==> config.mk <==
export PLATFORM = sky130hd
export DESIGN_NAME = ctrl_pipe
export DESIGN_NICKNAME = d
export VERILOG_FILES = /design/src/rtl/core_pkg.sv /design/src/rtl/hazard_unit.sv /design/src/rtl/ctrl_pipe.sv
export SDC_FILE = /design/constraint.sdc
export NUM_CORES = 1
export LEC_CHECK = 0
export ABC_AREA = 1
export ABC_CLOCK_PERIOD_IN_PS = 1550
export CAP_MARGIN = 20
export CORE_MARGIN = 2
export CORE_UTILIZATION = 45
export CTS_BUF_LIST = sky130_fd_sc_hd__clkbuf_8
export DETAILED_ROUTE_END_ITERATION = 16
export PLACE_DENSITY_LB_ADDON = 0.05
export SLEW_MARGIN = 25
export SYNTH_ARGS = -nofsm -noshare
export SYNTH_HDL_FRONTEND = slang
export SYNTH_SLANG_ARGS = --single-unit
==> constraint.sdc <==
create_clock -name clk -period 1.55 [get_ports clk]
set_clock_uncertainty 0.1 [all_clocks]
set_input_delay 0.155 -clock clk [delete_from_list [all_inputs] [get_ports clk]]
set_output_delay 0.155 -clock clk [all_outputs]
set_load 0.05 [all_outputs]
==> src/rtl/core_pkg.sv <==
// Shared core definitions: decoder control bundle, forwarding selects and
// the pipeline stage records carried between EX, MEM and WB.
package core_pkg;

  typedef struct packed {
    logic       ALUSrc;
    logic       MemtoReg;
    logic       RegWrite;
    logic       MemRead;
    logic       MemWrite;
    logic [1:0] ALUOp;
    logic       Branch;
    logic       JalSel;
    logic       JalrSel;
  } ctrl_t;

  localparam logic [1:0] FWD_RF  = 2'b00;
  localparam logic [1:0] FWD_WB  = 2'b01;
  localparam logic [1:0] FWD_MEM = 2'b10;

  localparam int REG_W = 5;
  localparam int NUM_OPS = 2;

  // EX keeps source indices for forwarding; later stages only need rd.
  typedef struct packed {
    logic             valid;
    ctrl_t            ctrl;
    logic [REG_W-1:0] rs1;
    logic [REG_W-1:0] rs2;
    logic [REG_W-1:0] rd;
  } ex_stage_t;

  typedef struct packed {
    logic             valid;
    ctrl_t            ctrl;
    logic [REG_W-1:0] rd;
  } rd_stage_t;

endpackage

==> src/rtl/hazard_unit.sv <==
// Combinational hazard detection: load-use stall, control-transfer flush and
// per-operand forwarding select for the instruction sitting in EX.
module hazard_unit
  import core_pkg::*;
(
  input  logic             id_valid,
  input  logic [REG_W-1:0] id_rs1,
  input  logic [REG_W-1:0] id_rs2,
  input  logic             ex_valid,
  input  logic             ex_mem_read,
  input  logic             ex_jal,
  input  logic             ex_branch,
  input  logic             ex_branch_taken,
  input  logic [REG_W-1:0] ex_rd,
  input  logic [REG_W-1:0] ex_rs1,
  input  logic [REG_W-1:0] ex_rs2,
  input  logic             mem_valid,
  input  logic             mem_reg_write,
  input  logic             mem_mem_read,
  input  logic [REG_W-1:0] mem_rd,
  input  logic             wb_valid,
  input  logic             wb_reg_write,
  input  logic [REG_W-1:0] wb_rd,
  output logic             stall,
  output logic             flush,
  output logic [1:0]       fwd_a,
  output logic [1:0]       fwd_b
);

  logic load_use;
  logic [NUM_OPS-1:0][REG_W-1:0] op_rs;
  logic [NUM_OPS-1:0][1:0]       op_fwd;

  assign flush    = ex_valid & (ex_jal | (ex_branch & ex_branch_taken));
  assign load_use = id_valid & ex_valid & ex_mem_read & (ex_rd != '0) &
                    ((ex_rd == id_rs1) | (ex_rd == id_rs2));
  // A taken transfer squashes the ID instruction, so its hazard is moot.
  assign stall    = load_use & ~flush;

  assign op_rs[0] = ex_rs1;
  assign op_rs[1] = ex_rs2;

  for (genvar op = 0; op < NUM_OPS; op++) begin : g_fwd
    logic mem_hit, wb_hit;
    // Load data is not ready in MEM; the stall lets WB supply it instead.
    assign mem_hit = mem_valid & mem_reg_write & ~mem_mem_read &
                     (mem_rd != '0) & (mem_rd == op_rs[op]);
    assign wb_hit  = wb_valid & wb_reg_write &
                     (wb_rd != '0) & (wb_rd == op_rs[op]);
    assign op_fwd[op] = mem_hit ? FWD_MEM : (wb_hit ? FWD_WB : FWD_RF);
  end

  assign fwd_a = op_fwd[0];
  assign fwd_b = op_fwd[1];

endmodule

==> src/rtl/ctrl_pipe.sv <==
// Control-side pipeline: EX/MEM/WB control registers, bubble insertion on
// stall or flush, and saturating stall/flush event counters.
module ctrl_pipe
  import core_pkg::*;
#(
  parameter int CNT_W = 16
) (
  input  logic             clk,
  input  logic             rst_n,
  input  logic             id_valid,
  input  ctrl_t            id_ctrl,
  input  logic [REG_W-1:0] id_rs1,
  input  logic [REG_W-1:0] id_rs2,
  input  logic [REG_W-1:0] id_rd,
  input  logic             ex_branch_taken,
  output logic             stall,
  output logic             flush,
  output ctrl_t            ex_ctrl,
  output ctrl_t            mem_ctrl,
  output ctrl_t            wb_ctrl,
  output logic             ex_valid,
  output logic             mem_valid,
  output logic             wb_valid,
  output logic [REG_W-1:0] ex_rd,
  output logic [REG_W-1:0] mem_rd,
  output logic [REG_W-1:0] wb_rd,
  output logic [1:0]       fwd_a,
  output logic [1:0]       fwd_b,
  output logic [CNT_W-1:0] stall_cnt,
  output logic [CNT_W-1:0] flush_cnt
);

  ex_stage_t        ex_q, ex_d;
  rd_stage_t        mem_q, mem_d, wb_q, wb_d;
  logic [CNT_W-1:0] stall_cnt_q, stall_cnt_d, flush_cnt_q, flush_cnt_d;

  hazard_unit u_hazard (
    .id_valid        (id_valid),
    .id_rs1          (id_rs1),
    .id_rs2          (id_rs2),
    .ex_valid        (ex_q.valid),
    .ex_mem_read     (ex_q.ctrl.MemRead),
    .ex_jal          (ex_q.ctrl.JalSel),
    .ex_branch       (ex_q.ctrl.Branch),
    .ex_branch_taken (ex_branch_taken),
    .ex_rd           (ex_q.rd),
    .ex_rs1          (ex_q.rs1),
    .ex_rs2          (ex_q.rs2),
    .mem_valid       (mem_q.valid),
    .mem_reg_write   (mem_q.ctrl.RegWrite),
    .mem_mem_read    (mem_q.ctrl.MemRead),
    .mem_rd          (mem_q.rd),
    .wb_valid        (wb_q.valid),
    .wb_reg_write    (wb_q.ctrl.RegWrite),
    .wb_rd           (wb_q.rd),
    .stall           (stall),
    .flush           (flush),
    .fwd_a           (fwd_a),
    .fwd_b           (fwd_b)
  );

  always_comb begin
    ex_d = '0;
    if (id_valid && !stall && !flush) begin
      ex_d.valid = 1'b1;
      ex_d.ctrl  = id_ctrl;
      ex_d.rs1   = id_rs1;
      ex_d.rs2   = id_rs2;
      ex_d.rd    = id_rd;
    end
    // MEM and WB always drain, even while ID is held or squashed.
    mem_d.valid = ex_q.valid;
    mem_d.ctrl  = ex_q.ctrl;
    mem_d.rd    = ex_q.rd;
    wb_d        = mem_q;

    stall_cnt_d = stall_cnt_q;
    flush_cnt_d = flush_cnt_q;
    if (stall && (stall_cnt_q != '1)) stall_cnt_d = stall_cnt_q + CNT_W'(1);
    if (flush && (flush_cnt_q != '1)) flush_cnt_d = flush_cnt_q + CNT_W'(1);
  end

  always_ff @(posedge clk) begin
    if (!rst_n) begin
      ex_q        <= '0;
      mem_q       <= '0;
      wb_q        <= '0;
      stall_cnt_q <= '0;
      flush_cnt_q <= '0;
    end else begin
      ex_q        <= ex_d;
      mem_q       <= mem_d;
      wb_q        <= wb_d;
      stall_cnt_q <= stall_cnt_d;
      flush_cnt_q <= flush_cnt_d;
    end
  end

  assign ex_valid  = ex_q.valid;
  assign ex_ctrl   = ex_q.ctrl;
  assign ex_rd     = ex_q.rd;
  assign mem_valid = mem_q.valid;
  assign mem_ctrl  = mem_q.ctrl;
  assign mem_rd    = mem_q.rd;
  assign wb_valid  = wb_q.valid;
  assign wb_ctrl   = wb_q.ctrl;
  assign wb_rd     = wb_q.rd;
  assign stall_cnt = stall_cnt_q;
  assign flush_cnt = flush_cnt_q;

endmodule

; Yosys cells after proc, flatten, opt, wreduce, memory -nomap -nowiden
; Cells that the tools add are included.
[word_totals]
regBits = 90
latch_bits = 0
ram_bits = 0
rom_bits = 0
in_bits = 29
elab_cells = 82
n_memories = 0
[op_classes]
n_addsub = 2
mul = 0
n_div = 0
order_cmp = 0
n_eq_ne = 8
n_shift = 0
mux = 5
bitwise = 20
n_reduce_logical = 10
[ops]
columns = op, count
row1 = "adder 16 x 1 -> 16 bit, second input constant", 2
row2 = "inequality test 16 bit, second input constant", 2
row3 = == test 5 bit, 6
row4 = 2-to-1 mux 26 bit, 1
row5 = AND 1 bit, 16
row6 = nonzero test 5 bit, 3
row7 = logical AND 1 bit, 4
row8 = 2-to-1 mux 2 bit, 2
row9 = logical NOT 1 bit, 2
row10 = 2-to-1 mux 1 bit, 2
row11 = inverter 1 bit, 2
row12 = bitwise OR 1 bit, 2
row13 = AND reduction 2 bit, 1

; Logic depth before layout (Yosys ltp)
[logic_depth]
word_depth = 9
depth_mapped = 11
mapped_depth_nobuf = 10

; Cells and area by module
; From an unflattened synthesis, not the netlist that was laid out.
[hier_totals]
cells_unflattened = 632
hier_area_um2 = 4232.8
[by_module_without_submodules]
columns = mod, instances, cells_each, area_per_inst_um2
row1 = ctrl_pipe, 1, 492, 3621.0
row2 = hazard_unit, 1, 140, 611.8

; Least setup slack after synthesis
; No wires, ideal clock.
[synth_path]
path_kind = register to register
start = register ex_q (netlist bit ex_valid)
end = register flush_cnt_q[2], in the netlist flush_cnt[2]
t_arrival_ps = 2400
path_slack_ps = -1060
path_stages_with_launch = 9
n_path_buf = 1
synth_period_minus_slack_ps = 2610
path_cell_list = dfxtp_1 inv_1 nor2_1 inv_1 nor2_4 buf_4 nand3_1 nand3_1 inv_1
[synth_between]
elab_chain_cells = 2
[synth_lines]
columns = item, line_no
row1 = "start, declared", ctrl_pipe.sv:33  ; ex_stage_t ex_q, ex_d;
row2 = "start signal, assigned", ctrl_pipe.sv:85  ; ex_q <= '0;
row3 = "start signal, assigned", ctrl_pipe.sv:91  ; ex_q <= ex_d;
row4 = AND 1 bit, hazard_unit.sv:34  ; assign flush = ex_valid & (ex_jal | (ex_branch & ex_branch_taken));
row5 = net flush, ctrl_pipe.sv:17  ; output logic flush,
row6 = logical AND 1 bit, ctrl_pipe.sv:80  ; if (flush && (flush_cnt_q != '1)) flush_cnt_d = flush_cnt_q + CNT_W'(1);
row7 = "end signal, assigned", ctrl_pipe.sv:95  ; flush_cnt_q <= flush_cnt_d;
row8 = "end, declared", ctrl_pipe.sv:35  ; logic [CNT_W-1:0] stall_cnt_q, stall_cnt_d, flush_cnt_q, flush_cnt_d;
; The timed path passes the listed nets, and every way through them passes these cells.
; A chain may end at the register's enable or synchronous reset.

; Worst setup path after layout
[layout_path]
start = register mem_q (netlist bit mem_rd[0])
end = output fwd_a[0]
[layout_between]
elab_chain_cells = 4
[layout_lines]
columns = item, line_no
row1 = "start, declared", ctrl_pipe.sv:34  ; rd_stage_t mem_q, mem_d, wb_q, wb_d;
row2 = "start signal, assigned", ctrl_pipe.sv:92  ; mem_q <= mem_d;
row3 = nonzero test 5 bit, hazard_unit.sv:47  ; (mem_rd != '0) & (mem_rd == op_rs[op]);
row4 = AND 1 bit, hazard_unit.sv:46  ; assign mem_hit = mem_valid & mem_reg_write & ~mem_mem_read &
row5 = AND 1 bit (*), hazard_unit.sv:47
row6 = 2-to-1 mux 2 bit (*), hazard_unit.sv:50  ; assign op_fwd[op] = mem_hit ? FWD_MEM : (wb_hit ? FWD_WB : FWD_RF);
row7 = "end, declared", ctrl_pipe.sv:27  ; output logic [1:0] fwd_a,
; Every way passes the cells marked *; elsewhere a longest branch is shown, timed or not.

==> run_results.csv <==
group,metric,value,unit
outcome,status,"finished with violations",
outcome,violations,"negative setup slack",
route,drt_pass1_iterations,4,
hold_path,min_to,"mem_ctrl[7]",
clock_tree,path_clk_slew,0.10,ns
clock_tree,hold_buffers,0,
yosys,synth_area_leaders,"dfxtp_1 43%, nand2_1 14%, inv_1 9.5%, nor2_1 9.2%, xor2_1 4.6%",
yosys,synthesis.nets,624,
timing,hold_ws,0.0918,ns
die,core,9110,sq um
timing,setup_ws,-0.358,ns
global_route,grt_remaining_overflow,0,
power_and_ir_drop,vdd_drop_max,0.574,mV
yosys,yosys_warnings,0,
critical_path,worstSetupPathType,"flop to output port",
critical_path,cp.required,1.29,ns
clock_tree,cts_buffers,9,
critical_path,timing.rr.start,"stall_cnt[1]",
yosys,synth_top_family_by_area,"simple AND/OR/NAND/NOR gates",
yosys,synth_top_area_frac,0.434,
critical_path,r2r_cells,10,
route,vias,4125,
power_and_ir_drop,combPwrFrac,0.136,
hold_path,hold_class,"input pin to flop",
hold_path,holdPathStages,3,
yosys,post_synth_and_or_nand_nor_area_fraction,0.318,
clock_tree,cts_num_sinks,90,
timing,max_freq,0.524,GHz
clock_tree,cts-root-buf,"clkbuf_8",
finish,syn_to_final_growth,61.4,%
power_and_ir_drop,p_int,3.22,mW
power_and_ir_drop,power.density,672,nW/um^2
critical_path,cp.arrival,1.65,ns
yosys,synth_compound_area_frac,0.0142,
critical_path,r2r-end,"stall_cnt[14]",
die,die_h,100,um
die,num_io_pins,115,
route,avgRoutedWirePerCell,13.0,um
power_and_ir_drop,power.leakage,3.52,nW
timing,slew_headroom,0.761,
power_and_ir_drop,power_frac_seq,0.528,
critical_path,crit_path_end_kind,"output port",
clock_tree,clkLatencyLatePin,0.35,ns
global_route,grt_pass1_vias,3805,
yosys,synth_area,4150,sq um
global_route,grt_pass1_wl,17100,um
place,place_congestion,0.876,
yosys,synth.avg_cell_area,7.01,sq um
clock_tree,cts_buffer_depth,2,
power_and_ir_drop,pwr-share-clk,0.336,
place,dpl.hpwl,7810,um
timing,finalCriticalPeriod,1.91,ns
route,routed_wl,11500,um
finish,final_layout_size_suffix_gt1_frac,0.453,
timing,worst_pin_slew,0.359,ns
route,viasPerCell,4.67,
yosys,async_reset_ff_frac,0,
clock_tree,htreeDepth,3,
yosys,synth_xor_area_frac,0.0738,
finish,diodes,0,
finish,utilization,0.736,
finish,design_area,6710,sq um
die,row_count,35,
yosys,ys_types,26,
timing,hold_viol,0,
run,drv_cap,0,
yosys,ys_seq_area_frac,0.434,
yosys,synthMuxAreaShare,0,
yosys,yosys.area_share.adder,0.00602,
power_and_ir_drop,sw_frac_of_total,0.285,
yosys,synth_top_area_cell,"dfxtp_1",
global_route,antenna_found_initial,0,
place,post-place-ws,-0.350,ns
route,drc_errors,0,
place,place_area,5900,sq um
clock_tree,tritoncts,"done",
global_route,grt_max_degree,27,
die,start_util,0.456,
die,die_area,10000,sq um
finish,fin_nets,799,
power_and_ir_drop,power.switching,1.29,mW
hold_path,min_from,"rst_n",
yosys,syn_inst,593,
route,drt_first_iter_violations,123,
timing,drv_slew,0,
place,io_buffer_count,114,
timing,grt_setup_unrepaired,"yes",
timing,finalSetupViolations,23,
yosys,synth-edff-count,0,
die,chipWidth,100,um
critical_path,start_kind,"flop",
critical_path,r2r_setup_slack,-0.04,ns
global_route,grt_use_total,0.212,
critical_path,cp_max_fo,5,
yosys,synth_seq_cells,90,
timing,fin_crit_sh,1.23,
yosys,synth_flop_cell,"dfxtp_1",
route,postRouteAntennaNets,0,
[through the flow]
step	std cells	setup TNS [ns]	total power [mW]
floorplan	593	-1.48	2.74
global placement	849	-12.29	2.96
detailed placement	849	-13.78	2.97
CTS	871	-2.09	4.49
global route	884	-4.84	4.70
finish	884	-1.68	4.51
[state kept, by name, summed over array words and instances, names as in the netlist]
name,flops
ex_q,10
stall_cnt,16
wb_rd,5
ex_valid,1
wb_ctrl,10
flush_cnt,16
mem_rd,5
mem_ctrl,10
wb_valid,1
mem_valid,1
ex_ctrl,10
ex_rd,5
[routing by layer]
layer / vias up / global-route usage / wire length [um]
met4: 0 / 0.0759 / 203
li1: 2099 / - / -
met3: 14 / 0.0383 / 645
met2: 105 / 0.383 / 5930
met5: - / 0 / 0
met1: 1907 / 0.253 / 4680
[power groups by stage]
stage	clock network, mW	registers (mW)	logic [mW]
detailed placement	0	2.43	0.537
global route	1.66	2.39	0.652
CTS	1.56	2.38	0.558
floorplan	0	2.49	0.251
finish	1.51	2.38	0.613
global placement	0	2.43	0.529
[cells in the final DEF, fill, tap and decap left out, drive strengths merged, types with 9 or more instances in the layout]
master,n
dfxtp,90
xor2,22
nand3,27
nor2,106
clkdlybuf4s50,27
inv,115
clkbuf,12
nand4,9
buf,162
xnor2,13
nor3,15
nand2,157
[worst max-delay path, stage by stage, from the launching register on]
cell and delay, ns:
dfxtp_4 0.38, xnor2_2 0.20, nand3_1 0.12, nor4_2 0.25, buf_4 0.19, nor2_4 0.03, buf_6 0.14
[synth_stat cells, types with 6 or more instances]
library cell  count
nand2_1         155
inv_1           105
nor2_1          102
dfxtp_1          90
nand3_1          22
xor2_1           22
buf_4            21
nor3_1           15
xnor2_1          13
nand4_1           8
a21oi_1           6
[cell type report]
type | instances | area [sq um]
inverters | 109 | 422
well taps | 111 | 139
flip-flops and latches | 90 | 1920
multi-input cells | 366 | 2220
fillers | 718 | 2400
clock inverters | 7 | 58.8
clock buffers | 9 | 124
repair buffers | 192 | 1830
[what timing repair did]
action	4_1_cts	5_1_grt
resized for setup	25	104
setup endpoints to repair	56	64
cloned	1	7
pin swaps	12	32
buffers inserted	7	8
[worst max path at each step]
stage	startpoint	end	slack [ns]	depth (start not counted)
floorplan	stall_cnt[1]	stall_cnt[9]	-0.13	11
global placement	id_rs1[4]	stall_cnt[6]	-0.29	11
detailed placement	id_rs1[0]	stall_cnt[1]	-0.35	11
CTS	mem_rd[0]	fwd_a[0]	-0.32	7
global route	mem_rd[0]	fwd_a[0]	-0.39	6
finish	mem_rd[0]	fwd_a[0]	-0.36	6
[logic make-up (layout without fill, tap and decap cells)]
logic type | after synthesis | count (layout)
AOI/OAI and AO/OA | 11 | 12
and+or+nand+nor | 314 | 317
adders and majority gates | 2 | 2
xor gates and xnor gates | 35 | 35
DFF | 90 | 90
buffers and inverters | 141 | 317
Note: power is estimated with default switching activity, not from simulation.
